$ cat config.mk
export PLATFORM = sky130hd
export DESIGN_NAME = control_sequencer_flat
export DESIGN_NICKNAME = d
export VERILOG_FILES = /design/src/rtl/control_sequencer_pkg.sv /design/src/rtl/control_sequencer_if.sv /design/src/rtl/control_sequencer_instr_decode.sv /design/src/rtl/control_sequencer.sv /design/src/flat_wrapper.sv
export SDC_FILE = /design/constraint.sdc
export NUM_CORES = 1
export LEC_CHECK = 0
export ABC_AREA = 0
export CORE_MARGIN = 2
export CORE_UTILIZATION = 40
export DETAILED_ROUTE_END_ITERATION = 8
export PLACE_DENSITY = 0.83
export SYNTH_ARGS = -nofsm -noshare
export SYNTH_HDL_FRONTEND = slang
export SYNTH_SLANG_ARGS = --single-unit
$ cat constraint.sdc
create_clock -name clk -period 2.8 [get_ports clk]
set_input_delay 0.56 -clock clk [delete_from_list [all_inputs] [get_ports clk]]
set_output_delay 0.56 -clock clk [all_outputs]
set_load 0.03 [all_outputs]
$ cat src/rtl/control_sequencer_pkg.sv
// ----------------------------------------------------------------------------
// control_sequencer_pkg
//   Shared encodings for the control sequencer and its instruction decoder:
//   4-bit FSM state codes, opcodes, register codes, ALU operation codes and
//   the decoded instruction class.
//
//   Build option: ILLEGAL_TRAP_EN -- when defined, the TRAP state exists and
//   illegal opcodes stop the core. When undefined, TRAP is not compiled in.
// ----------------------------------------------------------------------------
package control_sequencer_pkg;

    typedef enum logic [3:0] {
        ST_FETCH1 = 4'd0,
        ST_FETCH2 = 4'd1,
        ST_DECODE = 4'd2,
        ST_EX1    = 4'd3,
        ST_EX2    = 4'd4,
        ST_EX3    = 4'd5,
        ST_LDI1   = 4'd6,
        ST_LDI2   = 4'd7,
`ifdef ILLEGAL_TRAP_EN
        ST_HALT   = 4'd8,
        ST_TRAP   = 4'd9
`else
        ST_HALT   = 4'd8
`endif
    } state_e;

    localparam logic [3:0] OP_NOP = 4'h0;
    localparam logic [3:0] OP_ADD = 4'h1;
    localparam logic [3:0] OP_SUB = 4'h2;
    localparam logic [3:0] OP_AND = 4'h3;
    localparam logic [3:0] OP_MOV = 4'h4;
    localparam logic [3:0] OP_LDI = 4'h5;
    localparam logic [3:0] OP_HLT = 4'hF;

    localparam logic [1:0] R0 = 2'd0;
    localparam logic [1:0] R1 = 2'd1;
    localparam logic [1:0] R2 = 2'd2;
    localparam logic [1:0] R3 = 2'd3;

    localparam logic [1:0] ALU_ADD = 2'b00;
    localparam logic [1:0] ALU_SUB = 2'b01;
    localparam logic [1:0] ALU_AND = 2'b10;

    typedef enum logic [2:0] {
        CLS_NOP,
        CLS_ALU,
        CLS_MOV,
        CLS_LDI,
        CLS_HLT,
        CLS_ILLEGAL
    } instr_class_e;

    // Register code to one-hot select/load vector (bit n = Rn).
    function automatic logic [3:0] reg_onehot(input logic [1:0] code);
        logic [3:0] oh;
        oh = 4'b0000;
        case (code)
            R0:      oh = 4'b0001;
            R1:      oh = 4'b0010;
            R2:      oh = 4'b0100;
            R3:      oh = 4'b1000;
            default: oh = 4'b0000;
        endcase
        return oh;
    endfunction

endpackage

$ cat src/rtl/control_sequencer_if.sv
// ----------------------------------------------------------------------------
// control_sequencer_if
//   Control bundle between the sequencer and the datapath/memory.
//   master : sequencer side (drives strobes, receives ready and ir)
//   slave  : datapath side (drives ready and ir, receives strobes)
//   Signals: ready, ir[7:0], mem_rd, sel_mem, sel_pc, sel_alu, sel_r[3:0],
//            load_ar, load_ir, load_op1, load_op2, load_flag, inc_pc,
//            load_r[3:0], alu_op[1:0], halted, error
// ----------------------------------------------------------------------------
interface control_sequencer_if;
    logic       ready;
    logic [7:0] ir;
    logic       mem_rd;
    logic       sel_mem;
    logic       sel_pc;
    logic       sel_alu;
    logic [3:0] sel_r;
    logic       load_ar;
    logic       load_ir;
    logic       load_op1;
    logic       load_op2;
    logic       load_flag;
    logic       inc_pc;
    logic [3:0] load_r;
    logic [1:0] alu_op;
    logic       halted;
    logic       error;

    modport master (
        input  ready, ir,
        output mem_rd, sel_mem, sel_pc, sel_alu, sel_r,
               load_ar, load_ir, load_op1, load_op2, load_flag, inc_pc,
               load_r, alu_op, halted, error
    );

    modport slave (
        output ready, ir,
        input  mem_rd, sel_mem, sel_pc, sel_alu, sel_r,
               load_ar, load_ir, load_op1, load_op2, load_flag, inc_pc,
               load_r, alu_op, halted, error
    );
endinterface

$ cat src/rtl/control_sequencer_instr_decode.sv
// ----------------------------------------------------------------------------
// control_sequencer_instr_decode
//   Purely combinational decode of the instruction register.
//   i_ir[7:0]      : [7:4] opcode, [3:2] src, [1:0] dest
//   o_class        : instruction class (nop/alu/mov/ldi/hlt/illegal)
//   o_alu_op[1:0]  : ALU operation for ALU-class opcodes, ADD otherwise
//   o_src_oh[3:0]  : one-hot source register
//   o_dest_oh[3:0] : one-hot destination register
// ----------------------------------------------------------------------------
module control_sequencer_instr_decode
    import control_sequencer_pkg::*;
(
    input  logic [7:0]   i_ir,
    output instr_class_e o_class,
    output logic [1:0]   o_alu_op,
    output logic [3:0]   o_src_oh,
    output logic [3:0]   o_dest_oh
);

    always_comb begin
        // NOTE: every output of a combinational block gets a default first,
        // so no path through the case can leave it unassigned (no latch).
        o_class  = CLS_ILLEGAL;
        o_alu_op = ALU_ADD;
        case (i_ir[7:4])
            OP_NOP: o_class = CLS_NOP;
            OP_ADD: begin o_class = CLS_ALU; o_alu_op = ALU_ADD; end
            OP_SUB: begin o_class = CLS_ALU; o_alu_op = ALU_SUB; end
            OP_AND: begin o_class = CLS_ALU; o_alu_op = ALU_AND; end
            OP_MOV: o_class = CLS_MOV;
            OP_LDI: o_class = CLS_LDI;
            OP_HLT: o_class = CLS_HLT;
            default: o_class = CLS_ILLEGAL;
        endcase
    end

    assign o_src_oh  = reg_onehot(i_ir[3:2]);
    assign o_dest_oh = reg_onehot(i_ir[1:0]);

endmodule

$ cat src/rtl/control_sequencer.sv
// ----------------------------------------------------------------------------
// control_sequencer
//   Central control FSM of the 8-bit CPU: sequences fetch, decode and
//   execute over the shared bus and handles the memory read handshake.
//   clk   : system clock, rising edge
//   reset : synchronous, active-high; forces FETCH1 and zeroes all outputs
//   bus   : control_sequencer_if.master (ready/ir in, all strobes out)
//
//   Build option: ILLEGAL_TRAP_EN -- illegal opcodes enter TRAP
//   (halted=1, error=1 until reset). Undefined: they execute as NOP and
//   error stays 0.
// ----------------------------------------------------------------------------
module control_sequencer
    import control_sequencer_pkg::*;
(
    input logic                 clk,
    input logic                 reset,
    control_sequencer_if.master bus
);

    state_e       r_state;
    state_e       w_state_next;
    instr_class_e w_class;
    logic [1:0]   w_alu_op;
    logic [3:0]   w_src_oh;
    logic [3:0]   w_dest_oh;

    control_sequencer_instr_decode u_instr_decode (
        .i_ir      (bus.ir),
        .o_class   (w_class),
        .o_alu_op  (w_alu_op),
        .o_src_oh  (w_src_oh),
        .o_dest_oh (w_dest_oh)
    );

    // NOTE: state registers use non-blocking assignment so every flop
    // samples the pre-edge values regardless of block evaluation order.
    always_ff @(posedge clk) begin
        if (reset) r_state <= ST_FETCH1;
        else       r_state <= w_state_next;
    end

    // Next-state logic. ir is stable from DECODE until the next fetch, so
    // EX1 can still tell ALU from MOV by looking at the decoded class.
    always_comb begin
        w_state_next = r_state;
        case (r_state)
            ST_FETCH1: w_state_next = ST_FETCH2;
            ST_FETCH2: if (bus.ready) w_state_next = ST_DECODE;
            ST_DECODE: begin
                case (w_class)
                    CLS_ALU, CLS_MOV: w_state_next = ST_EX1;
                    CLS_LDI:          w_state_next = ST_LDI1;
                    CLS_HLT:          w_state_next = ST_HALT;
`ifdef ILLEGAL_TRAP_EN
                    CLS_ILLEGAL:      w_state_next = ST_TRAP;
`endif
                    default:          w_state_next = ST_FETCH1;
                endcase
            end
            ST_EX1:    w_state_next = (w_class == CLS_ALU) ? ST_EX2 : ST_FETCH1;
            ST_EX2:    w_state_next = ST_EX3;
            ST_EX3:    w_state_next = ST_FETCH1;
            ST_LDI1:   w_state_next = ST_LDI2;
            ST_LDI2:   if (bus.ready) w_state_next = ST_FETCH1;
            ST_HALT:   w_state_next = ST_HALT;
`ifdef ILLEGAL_TRAP_EN
            ST_TRAP:   w_state_next = ST_TRAP;
`endif
            default:   w_state_next = ST_FETCH1;
        endcase
    end

    // Strobes are Moore on the state (plus ir for register selects), and
    // Mealy on ready only in the two memory-wait states. Reset overrides
    // everything combinationally so a pending read is dropped at once.
    always_comb begin
        bus.mem_rd    = 1'b0;
        bus.sel_mem   = 1'b0;
        bus.sel_pc    = 1'b0;
        bus.sel_alu   = 1'b0;
        bus.sel_r     = 4'b0000;
        bus.load_ar   = 1'b0;
        bus.load_ir   = 1'b0;
        bus.load_op1  = 1'b0;
        bus.load_op2  = 1'b0;
        bus.load_flag = 1'b0;
        bus.inc_pc    = 1'b0;
        bus.load_r    = 4'b0000;
        bus.alu_op    = ALU_ADD;
        bus.halted    = 1'b0;
        bus.error     = 1'b0;
        if (!reset) begin
            case (r_state)
                ST_FETCH1, ST_LDI1: begin
                    bus.sel_pc  = 1'b1;
                    bus.load_ar = 1'b1;
                end
                ST_FETCH2: begin
                    bus.mem_rd = 1'b1;
                    if (bus.ready) begin
                        bus.sel_mem = 1'b1;
                        bus.load_ir = 1'b1;
                        bus.inc_pc  = 1'b1;
                    end
                end
                ST_EX1: begin
                    bus.sel_r = w_src_oh;
                    if (w_class == CLS_ALU) bus.load_op1 = 1'b1;
                    else                    bus.load_r   = w_dest_oh;
                end
                ST_EX2: begin
                    bus.sel_r    = w_dest_oh;
                    bus.load_op2 = 1'b1;
                end
                ST_EX3: begin
                    bus.sel_alu   = 1'b1;
                    bus.alu_op    = w_alu_op;
                    bus.load_flag = 1'b1;
                    bus.load_r    = w_dest_oh;
                end
                ST_LDI2: begin
                    bus.mem_rd = 1'b1;
                    if (bus.ready) begin
                        bus.sel_mem = 1'b1;
                        bus.load_r  = w_dest_oh;
                        bus.inc_pc  = 1'b1;
                    end
                end
                ST_HALT: bus.halted = 1'b1;
`ifdef ILLEGAL_TRAP_EN
                // TRAP is only left through reset, so error stays set.
                ST_TRAP: begin
                    bus.halted = 1'b1;
                    bus.error  = 1'b1;
                end
`endif
                default: ;
            endcase
        end
    end

endmodule

$ cat src/flat_wrapper.sv
// flat-port wrapper written by rule: the top's interface ports become plain ports
module control_sequencer_flat import control_sequencer_pkg::*;
  (clk, reset, bus_ready, bus_ir, bus_mem_rd, bus_sel_mem, bus_sel_pc, bus_sel_alu, bus_sel_r, bus_load_ar, bus_load_ir, bus_load_op1, bus_load_op2, bus_load_flag, bus_inc_pc, bus_load_r, bus_alu_op, bus_halted, bus_error);
  control_sequencer_if bus_i ();
  input logic clk;
  input logic reset;
  input wire logic [$bits(bus_i.ready)-1:0] bus_ready;
  input wire logic [$bits(bus_i.ir)-1:0] bus_ir;
  output wire logic [$bits(bus_i.mem_rd)-1:0] bus_mem_rd;
  output wire logic [$bits(bus_i.sel_mem)-1:0] bus_sel_mem;
  output wire logic [$bits(bus_i.sel_pc)-1:0] bus_sel_pc;
  output wire logic [$bits(bus_i.sel_alu)-1:0] bus_sel_alu;
  output wire logic [$bits(bus_i.sel_r)-1:0] bus_sel_r;
  output wire logic [$bits(bus_i.load_ar)-1:0] bus_load_ar;
  output wire logic [$bits(bus_i.load_ir)-1:0] bus_load_ir;
  output wire logic [$bits(bus_i.load_op1)-1:0] bus_load_op1;
  output wire logic [$bits(bus_i.load_op2)-1:0] bus_load_op2;
  output wire logic [$bits(bus_i.load_flag)-1:0] bus_load_flag;
  output wire logic [$bits(bus_i.inc_pc)-1:0] bus_inc_pc;
  output wire logic [$bits(bus_i.load_r)-1:0] bus_load_r;
  output wire logic [$bits(bus_i.alu_op)-1:0] bus_alu_op;
  output wire logic [$bits(bus_i.halted)-1:0] bus_halted;
  output wire logic [$bits(bus_i.error)-1:0] bus_error;
  assign bus_i.ready = bus_ready;
  assign bus_i.ir = bus_ir;
  assign bus_mem_rd = bus_i.mem_rd;
  assign bus_sel_mem = bus_i.sel_mem;
  assign bus_sel_pc = bus_i.sel_pc;
  assign bus_sel_alu = bus_i.sel_alu;
  assign bus_sel_r = bus_i.sel_r;
  assign bus_load_ar = bus_i.load_ar;
  assign bus_load_ir = bus_i.load_ir;
  assign bus_load_op1 = bus_i.load_op1;
  assign bus_load_op2 = bus_i.load_op2;
  assign bus_load_flag = bus_i.load_flag;
  assign bus_inc_pc = bus_i.inc_pc;
  assign bus_load_r = bus_i.load_r;
  assign bus_alu_op = bus_i.alu_op;
  assign bus_halted = bus_i.halted;
  assign bus_error = bus_i.error;
  control_sequencer u_core (.clk(clk), .reset(reset), .bus(bus_i));
endmodule
### Word level (Yosys, flattened, before mapping)

Index checks and enable logic that the tools add are counted.

| word-level totals | value |
|---|---|
| flip-flop bits (word level) | 4 |
| bits of input ports | 11 |
| output and inout bits | 22 |
| logic and storage cells | 71 |

| operators by class | value |
|---|---|
| equal/unequal tests | 26 |
| multiplexer cells | 35 |
| reductions and logical operators | 9 |

Operator list:

| operator | number |
|---|---|
| $pmux W4 S4 | 2 |
| $pmux W4 S8 | 1 |
| $eq A4 B3 Y1 const B | 6 |
| $mux W4 | 6 |
| $pmux W4 S3 | 2 |
| $mux W1 | 18 |
| $eq A4 B2 Y1 const B | 4 |
| $pmux W3 S5 | 1 |
| $eq A2 B2 Y1 const B | 4 |
| $eq A4 B1 Y1 const B | 2 |
| $eq A4 B4 Y1 const B | 2 |
| $logic_not A4 Y1 | 2 |
| $pmux W4 S2 | 1 |
| $eq A3 B2 Y1 const B | 2 |
| $reduce_or A2 Y1 | 3 |
| $eq A2 B1 Y1 const B | 2 |
| $logic_not A2 Y1 | 2 |
| $mux W2 | 2 |
| $ne A2 B2 Y1 const B | 2 |
| $pmux W2 S2 | 1 |
| $eq A3 B1 Y1 const B | 1 |
| $eq A3 B3 Y1 const B | 1 |
| $mux W3 | 1 |
| $reduce_or A3 Y1 | 1 |
| $reduce_and A2 Y1 | 1 |

### Depth between registers and ports, before layout

Gate-level depths: netlist (run 1).

| logic depth | value |
|---|---|
| depth after elaboration | 7 |
| mapped depth | 6 |
| gate-level depth less buffers | 4 |

### Hierarchy

From an unflattened synthesis (run 1), not the netlist that was laid out.

| unflattened totals | value |
|---|---|
| cell total of the unflattened synthesis | 88 |
| area, all modules | 619.3 um^2 |

Modules (own cells, without submodules):

| module | times used | cells an instance | area each (um^2) | sequential area each (um^2) |
|---|---|---|---|---|
| control_sequencer | 1 | 74 | 515.5 | 80.1 |
| control_sequencer_instr_decode | 1 | 14 | 103.8 | 0.0 |

### Worst setup path after synthesis (run 1)

No wires, ideal clock.

| timing | value |
|---|---|
| path kind | input port to output port |
| start point | input port reset |
| end point | output port bus_sel_pc |
| data arrival time | 2.064 ns |
| required time | 2.240 ns |
| slack | 0.176 ns |
| stages | 3 |
| path buffers | 2 |
| path through | buf_2 -> nor4_1 -> buf_4 |

| on the way | value |
|---|---|
| cells in the longest elaborated chain, start to end | 1 |

Ends and longest elaborated chain:

| item | line | RTL |
|---|---|---|
| start: declaration | flat_wrapper.sv:6 | `input logic reset;` |
| $mux W1 | - |  |
| end: declaration | flat_wrapper.sv:11 | `output wire logic [$bits(bus_i.sel_pc)-1:0] bus_sel_pc;` |

No other way between the ends.

### Worst setup path in the final report (run 1)

| timing | value |
|---|---|
| start point | input port bus_ir[1] |
| end point | output port bus_sel_r[1] |

| on the way | value |
|---|---|
| cells in the longest elaborated chain, start to end | 4 |
| elaborated cells between the ends (all ways) | 7 |
| classes of those cells | eq/ne: 3; mux: 3; reduce/logical: 1 |

Ends and longest elaborated chain:

| item | line | RTL |
|---|---|---|
| start: declaration | flat_wrapper.sv:8 | `input wire logic [$bits(bus_i.ir)-1:0] bus_ir;` |
| $eq A2 B2 Y1 (tied with other cells) | control_sequencer_pkg.sv:59 | `case (code)` |
| $pmux W4 S4 * | control_sequencer_pkg.sv:59 |  |
| $pmux W4 S2 * | control_sequencer.sv:94 | `case (r_state)` |
| $mux W4 * | control_sequencer.sv:93 | `if (!reset) begin` |
| end: declaration | flat_wrapper.sv:13 | `output wire logic [$bits(bus_i.sel_r)-1:0] bus_sel_r;` |

Every way passes the cells marked *; elsewhere a longest branch is shown, timed or not.

==> impl_metrics.csv, run 1 <==
group,metric,value,unit
logic_synthesis,yosys_register_bits,4,
logic_synthesis,avgSynthCellArea,6.66,sq um
critical_path,setup.worst_path.start_class,"input pin",
run_status,run_status,"complete, no violations",
logic_synthesis,ys.warnings.count,0,
logic_synthesis,synth_xor_xnor_area_share,1.48,%
global_routing,global_route_usage_sum,18.3,%
die,core_area,1350,sq um
logic_synthesis,synth-edff-count,0,
sta,share_of_the_clock_period_used_by_the_worst_path_after_layout,94.9,%
clock_network,htree_levels,1,
power,cellPowerDensity,270,nW/um^2
routing,routed_wl,1590,um
clock_network,cts_post_setup_buffers_inserted,0,
critical_path,r2r.worst_path.cells,5,
logic_synthesis,synth_seq_area_share,13.5,%
critical_path,cp.required,2240,ps
die,fp.dieW,42.5,um
logic_synthesis,synth.top_cells.by_area,"dfxtp_1 14%, nor2_1 12%, buf_4 7.6%, nor3_1 6.8%, nand2b_4 4.6%",
flow_run,drv_cap,0,
global_routing,grt_use_met2,30.8,%
sta,fin_tns_setup,0,ps
logic_synthesis,syn_nets,100,
place,portBuffers,31,
critical_path,r2r-start,"u_core.r_state[2]$_SDFFE_PP0P_",
sta,final-hold-violation-count,0,
sta,drv_slew,0,
sta,rsz_0062_raised_after_global_routing,"no",
routing,vias,705,
power,worst_vdd_drop,0.244,mV
routing,detail_route.first_pass.iterations,4,
final_layout,n_antenna_cell,0,
logic_synthesis,syn-instance-count,89,
global_routing,grt.overflow.total,0,
critical_path,cpMaxStageDelayCell,"clkdlybuf4s50_1",
logic_synthesis,synth_top_area_share,13.5,%
critical_path,worst-path-stages,5,
logic_synthesis,synthMostInstantiatedCell,"nor2_1",
routing,wl_per_cell,12.1,um
logic_synthesis,netlist_area,593,sq um
final_layout,ratio_of_cells_with_drive_above_1_in_the_final_layout,24.8,%
critical_path,critPathBufInv,3,
clock_network,cts_root_buf,"clkbuf_4",
logic_synthesis,postSynth.asyncResetShare,0,%
sta,report.final.setup_viol,0,
die,boundaryPins,33,
clock_network,tritoncts.num_buffers,3,
final_layout,final_nets,130,
routing,detail-route-antenna-nets,0,
sta,skew,3.39,ps
final_layout,finish.utilization,64.3,%
clock_network,clock_insertion_delay_worst_skew,230,ps
global_routing,busiest_layer,"met2",
global_routing,grt_first_pass_wirelength,2570,um
power,total_leakage_power,0.378,nW
critical_path,ff2ff_setup_slack,1470,ps
global_routing,use_met3,6.03,%
die,design.die.area,1810,sq um
routing,detail_route.iter0.violations,9,
logic_synthesis,synth-main-ff-cell,"dfxtp_1",
min_path,timing.hold.worst.class,"reg -> reg",
global_routing,first_global_vias,601,
global_routing,grt_antenna_before_repair,0,
critical_path,setup_cp_type,"in -> out",
clock_network,tritoncts,"done",
sta,worst_hold_slack,662,ps
critical_path,arrival,2100,ps
critical_path,setup.worst_path.start,"bus_ir[1]",
critical_path,critical_path.endpoint,"bus_sel_r[1]",
logic_synthesis,synthMuxAreaShare,0,%
place,globalplace.congestion,0.892,
logic_synthesis,synth_top_family_by_area,"simple AND/OR/NAND/NOR gates",
die,initial_core_utilization,43.9,%
critical_path,worstSetupEndpointType,"output port",
clock_network,max-clock-path-buffers,2,
sta,period_minus_slack,2660,ps
final_layout,largest-register,"u_core.r_state",
clock_network,clk_pin_slew_worst_paths,40,ps
final_layout,largest_register_ff_count,4,
clock_network,cts.sink_count,4,
die,die_y,42.5,um
logic_synthesis,synthDistinctLibCells,32,
logic_synthesis,synth_compound_area_share,18.1,%
final_layout,areaGrowthSynthToFinish,46.4,%
sta,fmaxAchievable,376,MHz
logic_synthesis,synth.top_cells.by_count,"19 x nor2_1, 8 x nor3_1, 6 x buf_4, 6 x inv_1",
logic_synthesis,post_synth_and_or_nand_nor_area_fraction,52.1,%
critical_path,timing.critical_path.mode_cell,"clkdlybuf4s50_1",
logic_synthesis,yosys.area.top_type,"dfxtp_1",
place,place.detailed.hpwl,1260,um
critical_path,worst-path-max-fanout,5,
global_routing,globalRouteMet1Util,21.8,%
global_routing,grt_max_degree,13,
critical_path,timing.critical_path.slowest_cell_delay,680,ps
critical_path,cp_cell_sequence,"clkdlybuf4s50_1 -> inv_1 -> a32oi_1 -> nor2_1 -> clkdlybuf4s50_1",
critical_path,critical_path.reg2reg.endpoint,"u_core.r_state[1]$_SDFFE_PP0P_",
routing,vias_per_cell,5.34,
final_layout,largest_registers,"u_core.r_state x4",
logic_synthesis,synth_fa_ha_area_share,0,%
routing,drc_errors,0,
die,row_count,13,
critical_path,worst_path_dominant_cell_family,"buffers and inverters",
per-stage QoR:
stage          total power, mW  setup slack (ps)  cells  cell area [sq um]
2_1_floorplan            0.130               176     89                593
3_3_place_gp             0.164               156    129                838
3_5_place_dp             0.164               130    129                838
4_1_cts                  0.237               118    132                861
5_1_grt                  0.252              18.9    132                868
6_report                 0.234               142    132                868
cells by family (layout without fill, tap and decap cells):
kind of cell	count (synthesis)	after routing
AND/OR/NAND/NOR	53	53
AO/OA/AOI/OAI	16	16
buffers and inverters	14	42
flip-flops	4	4
other	1	1
XOR/XNOR	1	1
worst reg2reg max path: stages, from the launching register on:
cell	delay (ps)
dfxtp_1	330
buf_4	180
nand2b_4	170
nor4_4	250
a22oi_2	100
a311oi_1	220
how the worst min path moves through the flow:
stage,start,to,slack (ps),cells after the start
after floorplan,u_core.r_state[3]$_SDFFE_PP0P_,u_core.r_state[0]$_SDFFE_PP0P_,560,2
final,u_core.r_state[1]$_SDFFE_PP0P_,u_core.r_state[1]$_SDFFE_PP0P_,660,2
after global routing,u_core.r_state[2]$_SDFFE_PP0P_,u_core.r_state[2]$_SDFFE_PP0P_,700,3
after detailed placement,u_core.r_state[1]$_SDFFE_PP0P_,u_core.r_state[1]$_SDFFE_PP0P_,660,2
after global placement,u_core.r_state[1]$_SDFFE_PP0P_,u_core.r_state[1]$_SDFFE_PP0P_,660,2
after CTS,u_core.r_state[1]$_SDFFE_PP0P_,u_core.r_state[1]$_SDFFE_PP0P_,670,2
per-layer routing:
layer,vias up,share of wire (%)
met3,2,7.3
met1,308,43
met4,0,0.44
li1,368,-
met5,-,0
met2,27,49
timing repair:
item / CTS / global route
hold buffers: 0 / 0
setup endpoints to repair: 0 / 4
resized for setup: 0 / 2
placed cells by master, fill, tap and decap left out:
cell type,Yosys,routed
nor2_1,19,19
buf_4,6,17
clkdlybuf4s50_1,0,15
nor3_1,8,7
inv_1,6,6
a21oi_1,5,5
nand2_1,5,5
a31oi_1,4,4
dfxtp_1,4,4
nand2b_1,3,3
nor4_1,3,3
clkbuf_4,0,3
nand2b_4,2,2
a32oi_1,2,2
and3_1,2,2
nand3_1,2,2
or3b_4,1,1
nor2_4,1,1
nand3_2,1,1
or2_2,1,1
and2_1,1,1
o21ai_1,1,1
nor3_2,0,1
nand4bb_1,1,1
nor2b_1,1,1
nor4_4,1,1
a22oi_2,1,1
o311ai_0,1,1
or2b_1,1,1
o21ai_0,1,1
a311oi_1,1,1
xnor2_1,1,1
conb_1,1,1
dlymetal6s2s_1,0,1
layout make-up:
cell class	instances	area [sq um]
flip-flops and latches	4	80.1
well taps	15	18.8
repair buffers	33	290
inverters	6	22.5
clock buffers	3	22.5
multi-input cells	71	434
fillers	137	482
power breakdown:
group	total, mW	switching, mW	internal [mW]
Combinational	0.0956	0.0548	0.0408
Sequential	0.0693	0.00872	0.0606
Clock	0.0692	0.0214	0.0478
Note: power is estimated with default switching activity, not from simulation.
==> run 2: changes to the inputs <==
- SLEW_MARGIN: not set -> 40
==> results of run 2 <==
Same layout as run 1: the final DEF is identical, and so are final timing and power.
